==> config.mk <==
export PLATFORM = sky130hd
export DESIGN_NAME = soin_bpredictor_resolve
export DESIGN_NICKNAME = d
export VERILOG_FILES = /design/src/rtl/soin_bpredictor_resolve_pkg.sv /design/src/rtl/soin_bpredictor_update_fifo.sv /design/src/rtl/soin_bpredictor_resolve.sv
export SDC_FILE = /design/constraint.sdc
export NUM_CORES = 1
export LEC_CHECK = 0
export ABC_AREA = 1
export ABC_CLOCK_PERIOD_IN_PS = 6600
export CAP_MARGIN = 20
export CORE_ASPECT_RATIO = 1.25
export CORE_MARGIN = 2
export CORE_UTILIZATION = 55
export DETAILED_ROUTE_END_ITERATION = 12
export PLACE_DENSITY = 0.87
export RECOVER_POWER = 50
export SYNTH_ARGS = -nofsm -noshare
export SYNTH_HDL_FRONTEND = slang
export SYNTH_SLANG_ARGS = --single-unit
==> constraint.sdc <==
create_clock -name clk -period 6.6 [get_ports clk]
set_input_delay 1.32 -clock clk [delete_from_list [all_inputs] [get_ports clk]]
set_output_delay 1.32 -clock clk [all_outputs]
set_load 0.05 [all_outputs]
==> src/rtl/soin_bpredictor_resolve_pkg.sv <==
// Shared definitions for the bimodal predictor resolve path.
// Holds the prediction-metadata field layout, the 2-bit counter saturation
// limits, the branch-class encoding and the counter step helper. The same
// layout is used by the predict side when it builds the metadata.
package soin_bpredictor_resolve_pkg;

   // Metadata layout: [11:0] table index, [13:12] counter, [17:14] RAS
   // index, [21:18] reserved (always written as zero).
   localparam int BP_IDX_LSB = 0;
   localparam int BP_IDX_W   = 12;
   localparam int BP_CTR_LSB = 12;
   localparam int BP_CTR_W   = 2;
   localparam int BP_RAS_LSB = 14;
   localparam int BP_RAS_W   = 4;
   localparam int BP_RSV_LSB = 18;
   localparam int BP_RSV_W   = 4;

   // Saturation limits of the 2-bit direction counter.
   localparam logic [BP_CTR_W-1:0] CTR_MIN = 2'd0;
   localparam logic [BP_CTR_W-1:0] CTR_MAX = 2'd3;

   // Branch classes as seen by the resolve logic.
   typedef enum logic [1:0] {
      BR_NONE = 2'd0,
      BR_COND = 2'd1,
      BR_CALL = 2'd2,
      BR_RET  = 2'd3
   } br_class_e;

   // Collapse the three one-hot class flags into an encoded class.
   function automatic br_class_e classify(input logic is_cond,
                                          input logic is_call,
                                          input logic is_ret);
      br_class_e c;
      c = BR_NONE;
      if (is_cond)
         c = BR_COND;
      else if (is_call)
         c = BR_CALL;
      else if (is_ret)
         c = BR_RET;
      return c;
   endfunction

   // Saturating step of the direction counter towards the actual outcome.
   function automatic logic [BP_CTR_W-1:0] ctr_next(input logic [BP_CTR_W-1:0] base,
                                                    input logic taken);
      logic [BP_CTR_W-1:0] n;
      n = base;
      if (taken && base != CTR_MAX)
         n = base + 2'd1;
      else if (!taken && base != CTR_MIN)
         n = base - 2'd1;
      return n;
   endfunction

endpackage

==> src/rtl/soin_bpredictor_update_fifo.sv <==
// Small synchronous FIFO holding pending predictor table writes.
// Ports:
//   clk, reset     clock, asynchronous active-high reset (clears pointers)
//   push, pop      write / read strobes; a push while full is only taken
//                  when a pop happens on the same edge
//   din            entry to enqueue
//   head           oldest entry, combinational from storage
//   full, empty    occupancy flags
module soin_bpredictor_update_fifo #(
   parameter int WIDTH = 8,
   parameter int DEPTH = 4
) (
   input  logic             clk,
   input  logic             reset,
   input  logic             push,
   input  logic             pop,
   input  logic [WIDTH-1:0] din,
   output logic [WIDTH-1:0] head,
   output logic             full,
   output logic             empty
);

   localparam int AW = $clog2(DEPTH);

   logic [WIDTH-1:0] mem [DEPTH];
   logic [AW:0]      wr_ptr;
   logic [AW:0]      rd_ptr;
   logic             do_push;
   logic             do_pop;

   // Pointers carry one extra wrap bit so full and empty are distinguishable
   // when the slot bits are equal.
   assign empty   = (wr_ptr == rd_ptr);
   assign full    = (wr_ptr[AW] != rd_ptr[AW]) && (wr_ptr[AW-1:0] == rd_ptr[AW-1:0]);
   assign do_pop  = pop && !empty;
   assign do_push = push && (!full || do_pop);
   assign head    = mem[rd_ptr[AW-1:0]];

   // Pointer registers; reset empties the queue without touching storage.
   always_ff @(posedge clk or posedge reset) begin
      if (reset) begin
         wr_ptr <= '0;
         rd_ptr <= '0;
      end else begin
         if (do_push)
            wr_ptr <= wr_ptr + (AW+1)'(1);
         if (do_pop)
            rd_ptr <= rd_ptr + (AW+1)'(1);
      end
   end

   // Storage write. When full with a simultaneous pop, the write lands in
   // the slot being vacated, which is safe because head is read before the edge.
   always_ff @(posedge clk) begin
      if (do_push)
         mem[wr_ptr[AW-1:0]] <= din;
   end

endmodule

==> src/rtl/soin_bpredictor_resolve.sv <==
// Execute-side resolve stage of the bimodal branch predictor.
// Compares each resolved branch with the prediction fetch attached, raises
// a registered fetch redirect and RAS recovery pulse on a mispredict, and
// queues the saturating-counter write-back for the predictor table.
// Ports:
//   clk, reset                 clock, asynchronous active-high reset
//   res_*                      resolved branch from execute plus fetch metadata
//   soin_bpredictor_stall      predictor cannot take a table write this cycle
//   fetch_redirect(_PC)        one-cycle redirect pulse and correct next PC
//   execute_bpredictor_*       table write bus driven from the queue head
//   execute_bpredictor_recover_ras  RAS restore pulse, index in meta[17:14]
//   drop_count                 saturating count of updates lost to a full queue
module soin_bpredictor_resolve
   import soin_bpredictor_resolve_pkg::*;
#(
   parameter int BP_META_WIDTH = 22,
   parameter int FIFO_DEPTH    = 4,
   parameter int BYP_DEPTH     = 2
) (
   input  logic                     clk,
   input  logic                     reset,
   input  logic                     res_valid,
   input  logic [31:0]              res_PC,
   input  logic                     res_is_cond,
   input  logic                     res_is_call,
   input  logic                     res_is_ret,
   input  logic                     res_dir,
   input  logic [31:0]              res_target,
   input  logic                     res_p_dir,
   input  logic [31:0]              res_p_target,
   input  logic [BP_META_WIDTH-1:0] res_meta,
   input  logic                     soin_bpredictor_stall,
   output logic                     fetch_redirect,
   output logic [31:0]              fetch_redirect_PC,
   output logic                     execute_bpredictor_update,
   output logic [31:0]              execute_bpredictor_PC,
   output logic [31:0]              execute_bpredictor_target,
   output logic                     execute_bpredictor_dir,
   output logic                     execute_bpredictor_miss,
   output logic [BP_META_WIDTH-1:0] execute_bpredictor_meta,
   output logic                     execute_bpredictor_recover_ras,
   output logic [15:0]              drop_count
);

   localparam int ENTRY_W = 32 + 32 + 1 + 1 + BP_META_WIDTH;

   logic                     miss;
   logic                     res_upd;
   br_class_e                res_class;
   logic [BP_IDX_W-1:0]      res_idx;
   logic [BP_CTR_W-1:0]      base_ctr;
   logic [BP_CTR_W-1:0]      new_ctr;
   logic [BP_RAS_W-1:0]      ras_idx_new;
   logic [BP_META_WIDTH-1:0] new_meta;

   logic                     s1_valid;
   logic [ENTRY_W-1:0]       s1_entry;
   logic [BP_RAS_W-1:0]      s1_ras_idx;

   logic [BYP_DEPTH-1:0]     byp_valid;
   logic [BYP_DEPTH-1:0]     byp_live;
   logic [BP_IDX_W-1:0]      byp_idx [BYP_DEPTH];
   logic [BP_CTR_W-1:0]      byp_ctr [BYP_DEPTH];

   logic                     fifo_full;
   logic                     fifo_empty;
   logic                     push;
   logic                     pop;
   logic                     drop;
   logic [ENTRY_W-1:0]       head;
   logic [ENTRY_W-1:0]       head_view;
   logic [BP_META_WIDTH-1:0] head_meta;

   logic                     unused_rsv_bits;

   assign res_idx   = res_meta[BP_IDX_LSB +: BP_IDX_W];
   assign res_class = classify(res_is_cond, res_is_call, res_is_ret);
   assign res_upd   = res_valid && (res_class != BR_NONE);
   assign miss      = (res_p_dir != res_dir) || (res_dir && (res_p_target != res_target));

   assign unused_rsv_bits = ^res_meta[BP_META_WIDTH-1:BP_RSV_LSB];

   // Queue handshake. The stage-1 entry is lost only when the queue is full
   // and the head is not leaving on this same edge.
   assign pop  = !fifo_empty && !soin_bpredictor_stall;
   assign drop = s1_valid && fifo_full && !pop;
   assign push = s1_valid && !drop;

   // The newest bypass slot always belongs to the entry currently sitting in
   // stage 1, so if that entry is being dropped it must stop forwarding now.
   always_comb begin
      byp_live = byp_valid;
      if (drop)
         byp_live[0] = 1'b0;
   end

   // Counter base selection: scan oldest to newest so the newest matching
   // bypass slot wins, falling back to the counter fetch read.
   always_comb begin
      base_ctr = res_meta[BP_CTR_LSB +: BP_CTR_W];
      for (int i = BYP_DEPTH-1; i >= 0; i--) begin
         if (byp_live[i] && (byp_idx[i] == res_idx))
            base_ctr = byp_ctr[i];
      end
   end

   // New counter, restored RAS index and the repacked metadata for the write.
   always_comb begin
      new_ctr     = ctr_next(base_ctr, res_dir);
      ras_idx_new = res_meta[BP_RAS_LSB +: BP_RAS_W];
      case (res_class)
         BR_CALL: ras_idx_new = res_meta[BP_RAS_LSB +: BP_RAS_W] + 4'd1;
         BR_RET:  ras_idx_new = res_meta[BP_RAS_LSB +: BP_RAS_W] - 4'd1;
         default: ras_idx_new = res_meta[BP_RAS_LSB +: BP_RAS_W];
      endcase
      new_meta = '0;
      new_meta[BP_IDX_LSB +: BP_IDX_W] = res_idx;
      new_meta[BP_CTR_LSB +: BP_CTR_W] = new_ctr;
      new_meta[BP_RAS_LSB +: BP_RAS_W] = ras_idx_new;
   end

   // Stage-1 register: redirect and RAS pulse leave from here directly, the
   // table update waits here for one cycle before entering the queue.
   always_ff @(posedge clk or posedge reset) begin
      if (reset) begin
         s1_valid                       <= 1'b0;
         s1_entry                       <= '0;
         s1_ras_idx                     <= '0;
         fetch_redirect                 <= 1'b0;
         fetch_redirect_PC              <= '0;
         execute_bpredictor_recover_ras <= 1'b0;
      end else begin
         s1_valid                       <= res_upd;
         s1_entry                       <= {res_PC, res_target, res_dir, miss, new_meta};
         s1_ras_idx                     <= ras_idx_new;
         fetch_redirect                 <= res_valid && miss;
         fetch_redirect_PC              <= res_dir ? res_target : (res_PC + 32'd4);
         execute_bpredictor_recover_ras <= res_valid && miss;
      end
   end

   // Bypass valid bits: shift in each accepted update newest-first and kill
   // the slot of a stage-1 entry that the queue refused.
   always_ff @(posedge clk or posedge reset) begin
      if (reset) begin
         byp_valid <= '0;
      end else if (res_upd) begin
         for (int i = BYP_DEPTH-1; i > 0; i--)
            byp_valid[i] <= byp_live[i-1];
         byp_valid[0] <= 1'b1;
      end else begin
         byp_valid <= byp_live;
      end
   end

   // Bypass payload shifts alongside the valid bits; it needs no reset.
   always_ff @(posedge clk) begin
      if (res_upd) begin
         for (int i = BYP_DEPTH-1; i > 0; i--) begin
            byp_idx[i] <= byp_idx[i-1];
            byp_ctr[i] <= byp_ctr[i-1];
         end
         byp_idx[0] <= res_idx;
         byp_ctr[0] <= new_ctr;
      end
   end

   // Lost-update counter, held at its maximum once saturated.
   always_ff @(posedge clk or posedge reset) begin
      if (reset)
         drop_count <= '0;
      else if (drop && (drop_count != 16'hFFFF))
         drop_count <= drop_count + 16'd1;
   end

   soin_bpredictor_update_fifo #(
      .WIDTH (ENTRY_W),
      .DEPTH (FIFO_DEPTH)
   ) u_fifo (
      .clk   (clk),
      .reset (reset),
      .push  (push),
      .pop   (pop),
      .din   (s1_entry),
      .head  (head),
      .full  (fifo_full),
      .empty (fifo_empty)
   );

   // Write bus is driven from the queue head and held at zero when empty.
   always_comb begin
      head_view = head;
      if (fifo_empty)
         head_view = '0;
   end

   assign execute_bpredictor_update = pop;
   assign {execute_bpredictor_PC, execute_bpredictor_target,
           execute_bpredictor_dir, execute_bpredictor_miss, head_meta} = head_view;

   // During a recovery pulse the RAS field shows the index of the branch that
   // caused it, which may not be the entry at the head of the queue.
   always_comb begin
      execute_bpredictor_meta = head_meta;
      if (execute_bpredictor_recover_ras)
         execute_bpredictor_meta[BP_RAS_LSB +: BP_RAS_W] = s1_ras_idx;
   end

endmodule

==> results summary, run 1 <==
The number of antenna violations at the first check in global routing came out at 2. The placed instances occupy a cell area of 23590 um^2. After clock tree synthesis, the clock-pin slew on the worst setup and hold paths is 0.06 ns. The peak clock frequency supported by timing came out at 187.5 MHz. For the final routed database, the setup TNS stands at 0 ns.

Across every metal layer, demand over resource in global routing totals 0.2759. In the global route stage, met3 resource usage came out at 0.05349. The kind of start point of the critical path is a flip-flop.

The total clock buffers created by CTS is 47. The root buffer cell chosen for the clock tree is sky130_fd_sc_hd__clkbuf_16. The number of fill cells in the layout came out at 2554. The die is 220.0 um tall. The final worst-path cycle share came out at 0.8080. The library cell used most frequently in the layout, excluding fill and tap cells, is sky130_fd_sc_hd__edfxtp_1. The floorplan has 79 rows. Counting both buffers and inverters, the worst setup path holds a total of 4. The H-tree level count is 2. In the routed layout, each cell is associated on average with a via count of 5.662. Setup repair after global routing left no endpoint under its margin. The slowest cell on the critical path is sky130_fd_sc_hd__clkdlybuf4s50_1. The number of hold violations in the final report was 0. The number of synthesized flops with an enable pin is 364.

The half-perimeter wire length after detailed placement came out at 34500 um. The data required time at the worst endpoint came out at 5.28 ns. The initial standard-cell utilization of the core came out at 0.5552. The routability congestion estimate from global placement came out at 0.8590. Power spread over the standard cell area amounts to 479.9 nW/um^2. The largest incremental delay on the critical path came out at 0.82 ns. The signal on the critical path passes through inv_4, nand2_1, nand2_2, nor2_4, nand2_4, buf_4, nand2_1, inv_1, clkdlybuf4s50_1.

The number of unique standard cell types used by synthesis is 44. The maximum count of clock buffers along a single path came out at 3. Across the run, the number of max-cap violations was 1. The largest fanout on the critical path came out at 79.

The first TritonRoute pass finished after 8 iterations. The number of primary I/O pins is 266. The clock arrives with 0.03756 ns of skew. The latest clock arrival within the worst-skew pair came out at 0.58 ns. In the synthesized netlist, the number of instances is 1785.

In this run, the number of DRC markers left after iteration 0 of detailed routing was 1701. The remaining design rule violation count is 0. The count of buffers added by post-CTS timing repair for setup is 0.

The die footprint came out at 38890 um^2. The setup path with the least slack is of type reg2out. The area of the core region came out at 36970 um^2. The static leakage power came out at 10.05 nW.

The run finished, with violations left. The final reports fail on capacitance limit, slew limit. Summed over all instances, the cell type with the most area after synthesis is sky130_fd_sc_hd__edfxtp_1. For this run, global-route usage on met2 was measured as 0.4757. The total via count after detailed routing came out at 14501. The global routing stage identified its most utilized layer as met2. The first-pass GRT wire length is 80910 um. The number of nets with antenna violations after detailed routing is 0.

The post-synthesis average cell area is 11.50 um^2. In this run the horizontal extent of the chip is 176.8 um. The global routing met1 resource utilization is 0.3403. Yosys printed 0 warnings. The transition time at the pin with the least slew margin came out at 1.698 ns. The global route total overflow came out at 0. The data arrival time of the critical path came out at 4.01 ns. The async set-reset flop share out of synthesis is 0.2806.

Gates resized during post-CTS repair numbered 0. The post-route cell area came out at 25110 um^2. The routed wire length came out at 53450 um. The relative max-transition margin came out at -0.1318. The endpoint class of the critical path is an output port. The proportion of synthesized chip area in sequential cells came out at 0.7057. The count of endpoints failing setup in the final report is 0. Ranked by total cell area, the synthesized netlist is headed by sky130_fd_sc_hd__edfxtp_1 (53%), sky130_fd_sc_hd__dfrtp_1 (17%), sky130_fd_sc_hd__nand2_1 (5.7%). The final critical path time including I/O delays and setup is 5.332 ns. In the final routed layout, each cell accounts on average for 20.87 um. The post-synthesis to final-layout area growth came out at 22.33%. The count of final max-slew check failures came out at 64.

The hold buffer count at CTS is 0. The clock sink count came out at 506. The via count of the first global-routing pass is 14450. The area of the mapped netlist came out at 20520 um^2. The most numerous cell type found on the critical path is sky130_fd_sc_hd__nand2_1. Grouping stages by cell kind, the critical path spends the most delay in buffers and inverters.

The final-stage net count is 2174. Among all flip-flop cells after synthesis, the most frequent one is sky130_fd_sc_hd__edfxtp_1. The type of the most critical hold path is reg2reg. The number of flip-flops and latches in the synthesized netlist came out at 506.

TritonCTS built the clock tree. The count of buffers inserted at the top-level ports is 257. In the layout the commonest cells are sky130_fd_sc_hd__edfxtp_1 (364), sky130_fd_sc_hd__nand2_1 (313), sky130_fd_sc_hd__nor2_1 (218). Entering global routing, the biggest net connects 94 pins.

The worst ir drop on vdd came out at 503.4 uV. The share of synthesized area in the top cell type comes to 0.5326. In the final layout, the share of cells above drive strength 1 is 0.05738.
[per-layer routing]
metal,part of all wire,up-vias
met5,0.00041,-
met4,0.042,4
met2,0.51,727
met3,0.082,133
met1,0.37,7076
li1,-,6561
[report_power, final]
part           switching, mW  total (mW)  internal [mW]  leakage [nW]
clock network           1.13        2.62           1.49         0.738
logic                   3.73        5.24           1.50          4.28
registers              0.272        4.19           3.91          5.02
[synth_stat cells, types with 2 or more instances]
library cell and number:
sky130_fd_sc_hd__edfxtp_1 364, sky130_fd_sc_hd__nand2_1 314, sky130_fd_sc_hd__nor2_1 221, sky130_fd_sc_hd__o21ai_0 199
sky130_fd_sc_hd__inv_1 187, sky130_fd_sc_hd__dfrtp_1 142, sky130_fd_sc_hd__o22ai_1 88, sky130_fd_sc_hd__clkbuf_1 54
sky130_fd_sc_hd__xor2_1 38, sky130_fd_sc_hd__nand3_1 25, sky130_fd_sc_hd__nand4_1 21, sky130_fd_sc_hd__xnor2_1 21
sky130_fd_sc_hd__nor3_1 18, sky130_fd_sc_hd__ha_1 11, sky130_fd_sc_hd__a21oi_1 10, sky130_fd_sc_hd__buf_1 7
sky130_fd_sc_hd__buf_2 7, sky130_fd_sc_hd__buf_4 6, sky130_fd_sc_hd__a32o_1 4, sky130_fd_sc_hd__nand2_2 4
sky130_fd_sc_hd__nand3b_1 4, sky130_fd_sc_hd__nor2_4 4, sky130_fd_sc_hd__or2_2 4, sky130_fd_sc_hd__inv_2 3
sky130_fd_sc_hd__nor4_1 3, sky130_fd_sc_hd__a211oi_1 2, sky130_fd_sc_hd__and3_1 2, sky130_fd_sc_hd__clkinv_1 2
sky130_fd_sc_hd__nand2_4 2, sky130_fd_sc_hd__nand3_2 2, sky130_fd_sc_hd__nor2_2 2, sky130_fd_sc_hd__nor3_2 2
[path summary, 6_finish.rpt]
path / start / to / slack (ns) / cells past startpoint
setup / recovery: u_fifo.rd_ptr[0]$_DFFE_PP0P_ / execute_bpredictor_meta[3] / 1.27 / 9
hold / removal: byp_ctr[0][1]$_DFFE_PP_ / byp_ctr[0][3]$_DFFE_PP_ / 0.45 / 0
setup reg to reg: u_fifo.rd_ptr[0]$_DFFE_PP0P_ / u_fifo.mem[3][57]$_DFFE_PP_ / 2.69 / 11
hold reg to reg: byp_ctr[0][1]$_DFFE_PP_ / byp_ctr[0][3]$_DFFE_PP_ / 0.45 / 0
max in group asynchronous: reset / s1_entry[59]$_DFF_PP0_ / 2.85 / 3
min in group asynchronous: reset / s1_entry[43]$_DFF_PP0_ / 1.51 / 2
[layout make-up]
type / count / area [um^2] / area share
antenna: 1 / 2.502 / 0.00009968
clock buffer: 67 / 1331 / 0.05303
multi-input combinational: 1014 / 5029 / 0.2003
tap: 486 / 608.1 / 0.02422
sequential: 506 / 14490 / 0.5771
inverter: 193 / 729.5 / 0.02906
timing repair buffer: 273 / 2748 / 0.1094
clock inverter: 21 / 168.9 / 0.006728
[cell families after synthesis]
family / count (synthesis) / share of synthesized area
XOR/XNOR: 59 / 0.02518
buffers and inverters: 268 / 0.05103
AND/OR/NAND/NOR: 632 / 0.1284
flip-flops: 506 / 0.7057
adder cells (fa/ha/maj): 12 / 0.007681
AO/OA/AOI/OAI: 307 / 0.08181
other: 1 / 0.0001827
[state kept, by name, indices dropped and copies added (netlist names)]
name	flops
byp_valid	2
drop_count	16
s1_valid	1
s1_entry	81
byp_idx	24
u_fifo.wr_ptr	3
u_fifo.mem	336
u_fifo.rd_ptr	3
s1_ras_idx	3
byp_ctr	4
fetch_redirect_PC	32
execute_bpredictor_recover_ras	1
[metrics by stage]
step | cells | total power, mW | util | hold WS (ns) | setup slack, ns
6_report | 2561 | 12.05 | 0.6791 | 0.4544 | 1.268
3_5_place_dp | 2471 | 9.481 | 0.6380 | 0.4475 | 1.798
2_1_floorplan | 1788 | 7.656 | - | 0.4166 | 0.9435
4_1_cts | 2559 | 12.10 | 0.6786 | 0.4569 | 1.192
5_1_grt | 2560 | 12.56 | 0.6790 | 0.4567 | 1.105
3_3_place_gp | 2471 | 9.333 | 0.6380 | 0.4265 | 1.857
No activity file was read; power rests on OpenSTA's default activity.
==> run 2: changes to the inputs <==
--- a/config.mk
+++ b/config.mk
@@ -6,7 +6,7 @@
 export NUM_CORES = 1
 export LEC_CHECK = 0
 export ABC_AREA = 1
-export ABC_CLOCK_PERIOD_IN_PS = 6600
+export ABC_CLOCK_PERIOD_IN_PS = 5280
 export CAP_MARGIN = 20
 export CORE_ASPECT_RATIO = 1.25
 export CORE_MARGIN = 2
==> constraint.sdc (replaced) <==
create_clock -name clk -period 5.28 [get_ports clk]
set_input_delay 1.056 -clock clk [delete_from_list [all_inputs] [get_ports clk]]
set_output_delay 1.056 -clock clk [all_outputs]
set_load 0.05 [all_outputs]
==> run 2 against run 1 <==
Against the previous run: combinational power grew 23%; clock skew shrank 0.012 ns; critical path type unchanged; global-route usage is essentially flat; the run still ends with capacitance limit, slew limit left.
==> results summary, run 2 (synthesis gave the netlist of run 1 again) <==
The run finished, with violations left. The checks that failed: capacitance limit, slew limit. The final hold slack is 0.4633 ns. The via count of the first global-routing pass was 14752. The worst slack after detailed placement came out at 1.283 ns. The signal on the critical path passes through nand2_1, nand2_1, nor2_4, nand2_4, buf_4, nand2_1, inv_1, buf_4. The top cell types in the final layout, fill and taps aside, are sky130_fd_sc_hd__edfxtp_1 (364), sky130_fd_sc_hd__nand2_1 (315), sky130_fd_sc_hd__nor2_1 (219). The final-stage net count is 2176. The clock sink count is 506. The largest incremental delay on the critical path came out at 1.02 ns. Leaving out fill and tap cells, the most frequent cell in the layout is sky130_fd_sc_hd__edfxtp_1. The launch point of the critical path is u_fifo.rd_ptr[0]$_DFFE_PP0P_.

The startpoint of the most critical register-to-register path is u_fifo.rd_ptr[0]$_DFFE_PP0P_. The max-capacitance violation count is 3. The final worst setup slack came out at 0.8222 ns.

In the finished design, the share of the clock period the worst path needs comes to 0.8443. The data arrival time of the critical path came out at 3.40 ns. TritonCTS built the clock tree. The logic gate share of total power is 0.428.

The number of antenna violations at the first check in global routing was 1. Measured along the x axis, the die boundary spans 176.8 um. In this run the tightest slew margin relative to its limit is -0.2097. The proportion of power drawn by the clock network is 0.227. The static leakage power is 10.20 nW.

For this design the ratio of total power to cell area is 601.2 nW/um^2. The number of primary I/O pins is 266. Timing would allow up to 224.3 MHz.

The remaining design rule violation count is 0. The kind of start point of the critical path is a flip-flop. The routed wire length is 53820 um.

Compared with the post-synthesis result, the final layout area differs by 21.93%. The area of the core region is 36970 um^2. The count of final max-slew check failures is 94. The register with the most flip-flops in the layout has 336 of them. The post-route cell area is 25020 um^2.

The number of hold violations in the final report was 0. The post-cts gate resize count is 0. After floorplanning, the core was divided into 79 placement rows. The latest clock arrival within the worst-skew pair is 0.58 ns.

In this run the worst hold path is classified as reg2reg. Entering global routing, the biggest net connects 90 pins. Setup violations remaining at the end of the flow were counted as 0.

The transition time at the pin with the least slew margin is 1.814 ns. In this run the clock root is driven by a sky130_fd_sc_hd__clkbuf_16. In this run, CTS created clock tree buffers numbering 46. STA classifies the critical path endpoint as an output port. The worst setup path is of the reg2out kind. Across every metal layer, demand over resource in global routing totals 0.2758.

The placed instances occupy a cell area of 23460 um^2. The first-pass GRT wire length came out at 80820 um. The global route total overflow is 0. The post-detailed-route wirelength per cell came out at 21.01 um.

The routability congestion estimate from global placement is 0.8687. The die footprint came out at 38890 um^2. The count of buffers inserted at the top-level ports is 257. The slowest cell on the critical path is sky130_fd_sc_hd__dfrtp_4. The total via count after detailed routing is 14702.

The clock passes through at most 3 buffers. Among the stages of the critical path, the cell type that occurs most often is sky130_fd_sc_hd__nand2_1. In this run the worst path has a maximum fanout of 89. In this run, post-CTS hold repair placed 0 buffers. The net switching share of the total power came out at 0.4278. The number of fill cells in the layout is 2595. The half-perimeter wire length after detailed placement is 35280 um. The total power after layout came out at 15.04 mW. The H-tree level count is 2. The layout cell share with drive strength beyond 1 came out at 0.09783. Setup repair after global routing left no endpoint under its margin.

The count of TritonRoute iterations in the first routing pass came out at 8. The share of total power dissipated in sequential elements is 0.345. The clock-pin slew on the worst setup and hold paths came out at 0.06 ns. In this run the power spent charging and discharging nets is 6.436 mW. The count of buffers added by post-CTS timing repair for setup came out at 0. The worst ir drop on vdd came out at 490.3 uV. Data on the critical path is required at its endpoint by 4.22 ns.

Once detail routing completed, the nets flagged for antenna violations numbered 0. The number of DRC markers after the initial detailed-route iteration came out at 1706. The vertical die dimension came out at 220.0 um.

Counting I/O delays and the setup requirement, the final critical path takes 4.458 ns. The via count normalized by instance count is 5.738. The total internal power is 8.609 mW. The initial standard-cell utilization of the core is 0.5552. In this run the most critical hold path is launched from byp_ctr[0][1]$_DFFE_PP_. The clock arrives with 0.02559 ns of skew.
run 2: cell count changes in the layout (fill, tap and decap cells not counted), moves of 2 or more:
cell | before | now
sky130_fd_sc_hd__buf_12 | 3 | 8
sky130_fd_sc_hd__buf_4 | 11 | 92
sky130_fd_sc_hd__bufinv_16 | 2 | 6
sky130_fd_sc_hd__clkbuf_1 | 12 | 14
sky130_fd_sc_hd__clkbuf_8 | 8 | 6
sky130_fd_sc_hd__clkdlybuf4s50_1 | 178 | 93
sky130_fd_sc_hd__clkinv_1 | 8 | 5
sky130_fd_sc_hd__nand2_1 | 313 | 315
run 2: worst paths after layout:
kind / slack, ns / depth (start not counted) / to
setup / recovery: 0.82 / 8 / execute_bpredictor_meta[11]
max in group asynchronous: 1.85 / 3 / s1_entry[11]$_DFF_PP0_
min in group asynchronous: 1.15 / 2 / drop_count[0]$_DFFE_PP0P_
hold reg to reg: 0.46 / 0 / byp_ctr[0][3]$_DFFE_PP_
setup reg to reg: 1.53 / 10 / u_fifo.mem[3][41]$_DFFE_PP_
hold / removal: 0.46 / 0 / byp_ctr[0][3]$_DFFE_PP_
run 2: final cells by class:
type,instances,area [um^2],area share
Tap cell,486,608.1,0.02430
Timing Repair Buffer,276,2611,0.1043
Sequential cell,506,14490,0.5790
Antenna cell,1,2.502,0.0001000
Clock inverter,23,289.0,0.01155
Multi-Input combinational cell,1014,5016,0.2004
Clock buffer,63,1275,0.05095
Inverter,193,733.2,0.02930
run 2: worst max-delay path: cells and delay by family (launching register included):
kind                   cells  cell delay, ns
buffers and inverters      3            0.85
flip-flops                 1            1.02
AND/OR/NAND/NOR            5            0.91
run 2: stage by stage:
stage	setup TNS, ns	utilization	instances
global route	0	0.6768	2561
global placement	0	0.6346	2474
detailed placement	0	0.6346	2474
floorplan	-28.35	-	1788
finish	0	0.6769	2562
CTS	0	0.6769	2560
run 2: power by group through the flow:
| stage | logic [mW] | clock network (mW) | registers [mW] |
|---|---|---|---|
| after global placement | 6.31 | 0 | 5.21 |
| after CTS | 6.48 | 3.44 | 5.19 |
| after global routing | 6.84 | 3.60 | 5.23 |
| final | 6.44 | 3.42 | 5.19 |
| after floorplan | 4.32 | 0 | 5.25 |
| after detailed placement | 6.44 | 0 | 5.26 |
run 2: metal layers:
| layer | up-vias | wire (um) | GRT usage | share of wire |
|---|---|---|---|---|
| met4 | 2 | 2390 | 0.1251 | 0.044 |
| met2 | 843 | 27560 | 0.4816 | 0.51 |
| li1 | 6558 | - | - | - |
| met5 | - | 15 | 0 | 0.00028 |
| met1 | 7137 | 19110 | 0.3359 | 0.36 |
| met3 | 162 | 4749 | 0.04762 | 0.088 |
